### config.mk
export PLATFORM = sky130hd
export DESIGN_NAME = systolic_array_ws_flat
export DESIGN_NICKNAME = d
export VERILOG_FILES = /design/src/rtl/systolic_array_ws_if.sv /design/src/rtl/systolic_array_ws.sv /design/src/flat_wrapper.sv
export SDC_FILE = /design/constraint.sdc
export NUM_CORES = 2
export LEC_CHECK = 0
export ABC_AREA = 1
export BUFFER_PORTS_ARGS = -buffer_cell sky130_fd_sc_hd__buf_2
export CORE_ASPECT_RATIO = 0.6
export CORE_MARGIN = 2
export CORE_UTILIZATION = 30
export CTS_BUF_LIST = sky130_fd_sc_hd__clkbuf_8
export CTS_CLUSTER_DIAMETER = 200
export DETAILED_ROUTE_END_ITERATION = 6
export HOLD_SLACK_MARGIN = 0.05
export MAX_ROUTING_LAYER = met4
export RECOVER_POWER = 25
export REMOVE_ABC_BUFFERS = 1
export SETUP_SLACK_MARGIN = 0.3
export SLEW_MARGIN = 25
export SYNTH_ARGS = -nofsm -noshare
export SYNTH_HDL_FRONTEND = slang
export SYNTH_SLANG_ARGS = --single-unit
### constraint.sdc
create_clock -name clk -period 5.64 [get_ports clk]
set_input_delay 1.692 -clock clk [delete_from_list [all_inputs] [get_ports clk]]
set_output_delay 1.692 -clock clk [all_outputs]
set_load 0.01 [all_outputs]
### src/rtl/systolic_array_ws_if.sv
// systolic_array_ws_if: weight-load, activation-in and result-out signals of the systolic array
interface systolic_array_ws_if #(
  parameter int ROWS = 4,
  parameter int COLS = 4,
  parameter int DATA_WIDTH = 8,
  parameter int ACC_WIDTH = 32
);
  localparam int RW = ROWS > 1 ? $clog2(ROWS) : 1;
  logic w_valid;
  logic w_ready;
  logic [RW-1:0] w_row;
  logic [COLS*DATA_WIDTH-1:0] w_data;
  logic in_valid;
  logic in_ready;
  logic [ROWS*DATA_WIDTH-1:0] x_i;
  logic out_valid;
  logic [COLS*ACC_WIDTH-1:0] y_o;
  logic busy;
  modport master (
    output w_valid, w_row, w_data, in_valid, x_i,
    input w_ready, in_ready, out_valid, y_o, busy
  );
  modport slave (
    input w_valid, w_row, w_data, in_valid, x_i,
    output w_ready, in_ready, out_valid, y_o, busy
  );
endinterface

### src/rtl/systolic_array_ws.sv
// systolic_array_ws: weight-stationary ROWSxCOLS systolic matrix-vector multiplier, y = x*W
module systolic_array_ws #(
  parameter int ROWS = 4,
  parameter int COLS = 4,
  parameter int DATA_WIDTH = 8,
  parameter int ACC_WIDTH = 32
) (
  input logic clk,
  input logic rst,
  systolic_array_ws_if.slave bus
);
  localparam int LAT = ROWS + COLS;
  localparam int CW = $clog2(LAT + 1);
  localparam int DW = DATA_WIDTH;
  localparam int AW = ACC_WIDTH;
  logic signed [DW-1:0] r_w [ROWS][COLS];
  logic signed [DW-1:0] r_a [ROWS][COLS];
  logic signed [AW-1:0] r_p [ROWS][COLS];
  logic [ROWS-1:0] r_loaded;
  logic [CW-1:0] r_inflight;
  logic [LAT-1:0] r_v;
  logic [COLS*AW-1:0] r_y;
  logic signed [DW-1:0] w_x [ROWS];
  logic signed [DW-1:0] w_a0 [ROWS];
  logic signed [DW-1:0] w_ain [ROWS][COLS];
  logic signed [AW-1:0] w_pin [ROWS][COLS];
  logic signed [2*DW-1:0] w_prod [ROWS][COLS];
  logic signed [AW-1:0] w_y [COLS];
  logic w_in_fire, w_w_fire, w_row_ok;
  assign bus.w_ready = r_inflight == '0;
  assign bus.in_ready = &r_loaded & ~bus.w_valid;
  assign bus.busy = r_inflight != '0;
  assign bus.out_valid = r_v[LAT-1];
  assign bus.y_o = r_y;
  assign w_in_fire = bus.in_valid & bus.in_ready;
  assign w_w_fire = bus.w_valid & bus.w_ready;
  assign w_row_ok = 32'(bus.w_row) < ROWS;
  always_comb
    for (int r = 0; r < ROWS; r++) w_x[r] = w_in_fire ? bus.x_i[r*DW +: DW] : '0;
  // row r enters the array r cycles late so its activation meets the partial sum from above
  for (genvar r = 0; r < ROWS; r++) begin : g_sk
    if (r == 0) begin : g_0
      assign w_a0[r] = w_x[r];
    end else begin : g_d
      logic signed [DW-1:0] r_sk [r];
      always_ff @(posedge clk)
        if (rst) r_sk <= '{default: '0};
        else begin
          r_sk[0] <= w_x[r];
          for (int i = 1; i < r; i++) r_sk[i] <= r_sk[i-1];
        end
      assign w_a0[r] = r_sk[r-1];
    end
  end
  for (genvar r = 0; r < ROWS; r++) begin : g_r
    for (genvar c = 0; c < COLS; c++) begin : g_c
      if (c == 0) begin : g_al
        assign w_ain[r][c] = w_a0[r];
      end else begin : g_am
        assign w_ain[r][c] = r_a[r][c-1];
      end
      if (r == 0) begin : g_pt
        assign w_pin[r][c] = '0;
      end else begin : g_pm
        assign w_pin[r][c] = r_p[r-1][c];
      end
      assign w_prod[r][c] = w_ain[r][c] * r_w[r][c];
    end
  end
  // column c finishes COLS-1-c cycles early; delay it so every column lands together
  for (genvar c = 0; c < COLS; c++) begin : g_ds
    if (c == COLS - 1) begin : g_n
      assign w_y[c] = r_p[ROWS-1][c];
    end else begin : g_d
      logic signed [AW-1:0] r_d [COLS-1-c];
      always_ff @(posedge clk)
        if (rst) r_d <= '{default: '0};
        else begin
          r_d[0] <= r_p[ROWS-1][c];
          for (int i = 1; i < COLS - 1 - c; i++) r_d[i] <= r_d[i-1];
        end
      assign w_y[c] = r_d[COLS-2-c];
    end
  end
  always_ff @(posedge clk)
    if (rst) begin
      r_w <= '{default: '0};
      r_a <= '{default: '0};
      r_p <= '{default: '0};
      r_loaded <= '0;
      r_inflight <= '0;
      r_v <= '0;
      r_y <= '0;
    end else begin
      for (int r = 0; r < ROWS; r++)
        for (int c = 0; c < COLS; c++) begin
          r_a[r][c] <= w_ain[r][c];
          r_p[r][c] <= w_pin[r][c] + AW'(w_prod[r][c]);
        end
      if (w_w_fire && w_row_ok) begin
        r_loaded[bus.w_row] <= 1'b1;
        for (int c = 0; c < COLS; c++) r_w[bus.w_row][c] <= bus.w_data[c*DW +: DW];
      end
      // a vector leaves the count as its result is registered, freeing weight writes that cycle
      r_inflight <= r_inflight + CW'(w_in_fire) - CW'(r_v[LAT-2]);
      r_v <= {r_v[LAT-2:0], w_in_fire};
      if (r_v[LAT-2])
        for (int c = 0; c < COLS; c++) r_y[c*AW +: AW] <= w_y[c];
    end
endmodule

### src/flat_wrapper.sv
// flat-port wrapper written by rule: the top's interface ports become plain ports
module systolic_array_ws_flat 
#(
  parameter int ROWS = 4,
  parameter int COLS = 4,
  parameter int DATA_WIDTH = 8,
  parameter int ACC_WIDTH = 32
)
  (clk, rst, bus_w_valid, bus_w_row, bus_w_data, bus_in_valid, bus_x_i, bus_w_ready, bus_in_ready, bus_out_valid, bus_y_o, bus_busy);
  systolic_array_ws_if #(.ROWS(ROWS), .COLS(COLS), .DATA_WIDTH(DATA_WIDTH), .ACC_WIDTH(ACC_WIDTH)) bus_i ();
  input logic clk;
  input logic rst;
  input wire logic [$bits(bus_i.w_valid)-1:0] bus_w_valid;
  input wire logic [$bits(bus_i.w_row)-1:0] bus_w_row;
  input wire logic [$bits(bus_i.w_data)-1:0] bus_w_data;
  input wire logic [$bits(bus_i.in_valid)-1:0] bus_in_valid;
  input wire logic [$bits(bus_i.x_i)-1:0] bus_x_i;
  output wire logic [$bits(bus_i.w_ready)-1:0] bus_w_ready;
  output wire logic [$bits(bus_i.in_ready)-1:0] bus_in_ready;
  output wire logic [$bits(bus_i.out_valid)-1:0] bus_out_valid;
  output wire logic [$bits(bus_i.y_o)-1:0] bus_y_o;
  output wire logic [$bits(bus_i.busy)-1:0] bus_busy;
  assign bus_i.w_valid = bus_w_valid;
  assign bus_i.w_row = bus_w_row;
  assign bus_i.w_data = bus_w_data;
  assign bus_i.in_valid = bus_in_valid;
  assign bus_i.x_i = bus_x_i;
  assign bus_w_ready = bus_i.w_ready;
  assign bus_in_ready = bus_i.in_ready;
  assign bus_out_valid = bus_i.out_valid;
  assign bus_y_o = bus_i.y_o;
  assign bus_busy = bus_i.busy;
  systolic_array_ws #(.ROWS(ROWS), .COLS(COLS), .DATA_WIDTH(DATA_WIDTH), .ACC_WIDTH(ACC_WIDTH)) u_core (.clk(clk), .rst(rst), .bus(bus_i));
endmodule
* Word-level counts from Yosys, hierarchy flattened *
Cells that the tools add are included.

cells by class
  add/subtract/negate cells = 14
  $mul = 16
  $lt $le $gt $ge = 4
  mux-type cells = 15
  bitwise logic cells = 7
  reduce and logical (&&, ||, !) cells = 6

operators with widths
  kind                                                               count
  bitwise mux 128 bit                                                4
  adder 32 x 16 -> 32 bit                                            8
  demux 32 bit (select 2 bit)                                        4
  multiplier 8 x 8 -> 16 bit                                         16
  adder 16 x 16 -> 17 bit                                            4
  2-to-1 mux 32 bit                                                  1
  2-to-1 mux 24 bit                                                  1
  2-to-1 mux 16 bit                                                  1
  2-to-1 mux 8 bit                                                   2
  adder 4 x 1 -> 4 bit                                               1
  zero test 4 bit                                                    1
  bitwise OR 4 bit                                                   1
  AND reduction 4 bit                                                1
  nonzero test 4 bit                                                 1
  subtractor 4 x 1 -> 4 bit                                          1
  bitwise AND 1 bit                                                  3
  greater-or-equal comparator 3 bit, second input constant           1
  less-than comparator 2 x 3 -> 1 bit, second input constant         1
  less-than comparator 3 x 1 -> 1 bit, second input constant         1
  NOT 2 -> 3 bit                                                     1
  demux 1 bit (select 2 bit)                                         1
  greater-or-equal comparator 2 x 1 -> 1 bit, second input constant  1
  logical AND 1 bit                                                  2
  NOT 1 bit                                                          2
  other kinds (2)                                                    2

word-level totals
  flip-flop bits (word level) = 1,056
  bits of input ports = 70
  output and inout bits = 132
  word-level logic and storage cells = 122

* Logic depth before layout (Yosys ltp) *
  word-level depth = 9
  gate-level depth with buffers = 25
  mapped depth without buffers = 25

* Worst setup path after synthesis *
No wires, ideal clock.

  path type = input -> register
  start = input bus_w_valid
  end = register, netlist name u_core.r_p[495]
  setup time = 0.128 ns
  arrival time = 5.816 ns
  data required time = 5.512 ns
  path slack = -0.303 ns
  cell stages on the path = 21
  path buffers = 0
  cells stage by stage = nor3_2 -> nand2_2 -> nor2_1 -> inv_1 -> nor2_1 -> inv_1 -> fa_1 -> inv_1 -> fa_1 -> inv_1 -> fa_1 -> inv_1 -> fa_1 -> ha_1 -> a21oi_1 -> o21a_1 -> nand2_1 -> nor2_1 -> nand3_1 -> nand2_1 -> nor2_1

on the way
  word-level cells in the longest chain between the ends = 5

RTL lines
  element                     RTL line                 source
  start: declaration          flat_wrapper.sv:13       input wire logic [$bits(bus_i.w_valid)-1:0] bus_w_valid;
  NOT 1 bit                   systolic_array_ws.sv:31  assign bus.in_ready = &r_loaded & ~bus.w_valid;
  bitwise AND 1 bit           systolic_array_ws.sv:31
  bitwise AND 1 bit           systolic_array_ws.sv:35  assign w_in_fire = bus.in_valid & bus.in_ready;
  2-to-1 mux 8 bit            systolic_array_ws.sv:39  for (int r = 0; r < ROWS; r++) w_x[r] = w_in_fire ? bus.x_i[r*DW +: DW] : '0;
  multiplier 8 x 8 -> 16 bit  systolic_array_ws.sv:67  assign w_prod[r][c] = w_ain[r][c] * r_w[r][c];

No other way between the ends.
A chain may end at the register's enable or synchronous reset.

* Worst setup path after layout *
  start = register u_core.g_sk[3].g_d.r_sk[7] in the netlist's numbering
  end = register u_core.r_p[120] in the netlist's numbering

on the way
  word-level cells in the longest chain between the ends = 2

RTL lines
  element                         RTL line                 source
  start: declaration              systolic_array_ws.sv:45  logic signed [DW-1:0] r_sk [r];
  multiplier 8 x 8 -> 16 bit      systolic_array_ws.sv:67
  adder 32 x 16 -> 32 bit         systolic_array_ws.sv:98  r_p[r][c] <= w_pin[r][c] + AW'(w_prod[r][c]);
  end signal: indexed assignment  systolic_array_ws.sv:98
  end: declaration                systolic_array_ws.sv:18  logic signed [AW-1:0] r_p [ROWS][COLS];

No other way between the ends.

==> impl_metrics.toml <==
[setup_path]
worstPathCellList = "nand2_1 > fa_2 > fa_1 > clkinvlp_4 > buf_4 > fa_1 > fa_1 > ha_1 > ha_1 > nand2_1 > inv_1 > nand2_1 > nor2_1 > nand4_1 > nand3_1 > nand2_1 > nand2_1 > nor2_1"
critPathKind = "flip-flop to flip-flop"
slowest_delay_ps = 650
worst_setup_path_start_kind = "flip-flop"
crit_fanout = 9
critPathSlowestCell = "fa_1"
cp_data_arrival_time_ps = 6020
cp.buffers_inverters = 3
cp.required_ps = 6530
r2r_slack_ps = 510
end_kind = "flip-flop"
cp_common_cell = "nand2_1"
path_delay_family = "adder cells"

[global_route]
grt_pass1_wl_um = 380000
overflow = 0
antenna_found_initial = 10
grt_use_total_pct = 15.8
grt_max_degree = 151
grt_pass1_vias = 69700

[timing]
worst_pin_slew_ps = 2480
rsz0062_at_grt = "false"
report.final.slew_viol_count = 67
fin_crit_ps = 5130
hold_viol = 0
fmax_mhz = 195
post-route-period-util_pct = 90.9
setup_viol = 0
setup_tns_ps = 0
relSlewSlack_pct = -65.6
clock_skew_ps = 102

[pwr]
switching_share_pct = 28.5
clockPowerShare_pct = 45.1
pwr-share-seq_pct = 43.5
combPwrFrac_pct = 11.4
powerDensity_nw_per_um2 = 170
p_int_mw = 12.2
peakVddDrop_uv = 151
p_sw_mw = 4.88
power_leakage_nw = 55.5

[yosys]
synth_edf_count = 0
syn_area_um2 = 91200
yosys_warnings = 0
synth_cell_types = 42
synth_area_leaders = "fa_1 (31%), dfxtp_1 (22%), inv_1 (12%)"
netlist_instances = 11500
syn_avg_cell_area_um2 = 7.95
ys_async_sr_fraction_pct = 0
yosysTopAreaCellShare_pct = 30.8
yosysTopAreaCell = "fa_1"
synth_seq_area_share_pct = 21.9
ys.flop_type = "dfxtp_1"
ys_seq_elements = 996

[route]
ant_nets = 0
totalWireLength_um = 228000
top_layer = "met4"
dr_wl_met2_um = 94900
remaining_drc_errors = 0
routed-wl-met3_um = 14900
avgRoutedWirePerCell_um = 14.4
drtIter0Drc = 4786
wl_met1_um = 113000
routed-via-count = 68000
drt_pass1_iterations = 7
via_per_inst = 4.31

[clock_network]
cts_hold_buffers = 0
clk_pin_slew_ps = 60
cts_tree = "done"
clockBufferDepth = 4
h-tree-depth = 4
cts_buffers = 180
clk_latency_ps = 1010
cts_sinks = 996
cts-root-buf = "clkbuf_8"

[layout]
final_util_pct = 33.4
fin_cells = 15800
layout_common_cells = "inv_1 (2962), nand2_1 (2081), nor2_1 (1467)"
finalNetCount = 13800
final_common_cell = "inv_1"
syn2layout_area_growth_pct = 10.6
drive_gt1_share_pct = 5.87
final_cell_area_um2 = 101000
fill_cells = 32000

[placement]
dp_cells = 15400
dpl.hpwl_um = 185000
gp_congestion = 0.897
port_buffers = 201
dpl_cell_area_um2 = 96900

[floorplanning]
design.core.area_um2 = 302000
die_area_um2 = 309000
io_pins = 202
fp.dieW_um = 716
start_util_pct = 30.2
die_h_um = 431
num_rows = 156

[worst_hold_path]
hold_class = "flip-flop to flip-flop"

[status]
status = "finished with violations"
violations = "max-capacitance violations, max-slew violations"

[job]
drv_cap = 2
## cells by family (layout without fill, tap and decap cells)
| kind of cell | Yosys count | count (layout) | synth area share [%] |
|---|---|---|---|
| AND/OR/NAND/NOR | 3940 | 3940 | 17.0 |
| AO/OA/AOI/OAI | 980 | 980 | 5.68 |
| flip-flops | 996 | 996 | 21.9 |
| XOR/XNOR | 54 | 54 | 0.518 |
| buffers and inverters | 3351 | 3607 | 13.9 |
| adder cells (fa/ha/maj) | 2150 | 2150 | 41.1 |
| other | 0 | 6 | 0 |
## synthesized netlist by cell type (2+ instances only)
master	instances
buf_4	4
a21oi_1	433
xnor2_1	35
dfxtp_1	996
nand4_1	46
buf_6	7
a21boi_0	2
ha_1	745
inv_2	5
nand3_1	237
xor2_1	19
and2_1	7
buf_2	48
fa_1	1405
nor2_2	2
nor2_1	1470
nor3_4	2
nand2_2	5
o211ai_1	5
nand3b_1	20
o21ai_0	395
nand2_1	2083
o21bai_1	27
nor3_1	38
o21a_1	48
clkinv_1	5
a21o_1	25
inv_1	2941
or2_2	19
a31oi_1	5
o21ai_1	39
nor4_1	5
clkbuf_1	328
buf_1	11
and3_1	2
## stage by stage
step | hold slack [ps] | worst slack (ps) | power (mW)
3_3_place_gp | 382 | -565 | 9.56
3_5_place_dp | 386 | -572 | 9.57
6_report | 317 | 513 | 17.1
5_1_grt | 321 | 206 | 18.2
4_1_cts | 295 | 412 | 17.5
2_1_floorplan | 388 | -285 | 8.88
## path summary, 6_finish.rpt
path,from,endpoint,cells after the start
worst max-delay path,u_core.g_sk[3].g_d.r_sk[7]$_SDFF_PP0_,u_core.r_p[120]$_SDFF_PP0_,18
worst min-delay path,u_core.r_p[75]$_SDFF_PP0_,u_core.g_ds[1].g_d.r_d[43]$_SDFF_PP0_,2
worst max register to register,u_core.g_sk[3].g_d.r_sk[7]$_SDFF_PP0_,u_core.r_p[120]$_SDFF_PP0_,18
worst min register to register,u_core.r_p[75]$_SDFF_PP0_,u_core.g_ds[1].g_d.r_d[43]$_SDFF_PP0_,2
## registers in the layout, indices dropped and copies added (netlist names)
name,flops
u_core.g_sk.g_d.r_sk,48
u_core.g_ds.g_d.r_d,192
u_core.r_p,388
u_core.r_inflight,4
u_core.bus.y_o,128
u_core.r_w,128
u_core.r_loaded,4
u_core.r_a,96
u_core.r_v,8
## worst min-delay path, stage by stage (launching register included)
cell and delay [ps]:
dfxtp_1 290, inv_1 40, nor2_1 30
## final cells by class
class,instances,area [um2],area share [%]
inverters,2952,11100,11.0
clock buffers,220,3030,3.00
clock inverters,92,877,0.869
well taps,4029,5040,5.00
flip-flops and latches,996,20000,19.8
repair inverters,1,7.51,0.00744
multi-input cells,7124,58600,58.1
repair buffers,342,2230,2.21
diodes,6,15.0,0.0149
## metal layers
layer / global-route usage [%] / up-vias
met5: - / -
met4: 3.20 / 0
met3: 2.71 / 282
met2: 23.2 / 1585
met1: 22.7 / 32300
li1: - / 33800
## power groups by stage
stage	Sequential (mW)	Combinational, mW	Clock (mW)
5_1_grt	7.48	2.28	8.39
3_3_place_gp	7.61	1.95	0
6_report	7.45	1.95	7.73
2_1_floorplan	7.54	1.34	0
4_1_cts	7.45	1.98	8.10
3_5_place_dp	7.61	1.96	0
## what timing repair did
item | CTS | global route
buffers inserted | 0 | 3
resized for setup | 0 | 35
setup endpoints to repair | 0 | 65
(Power assumes the default switching activity.)
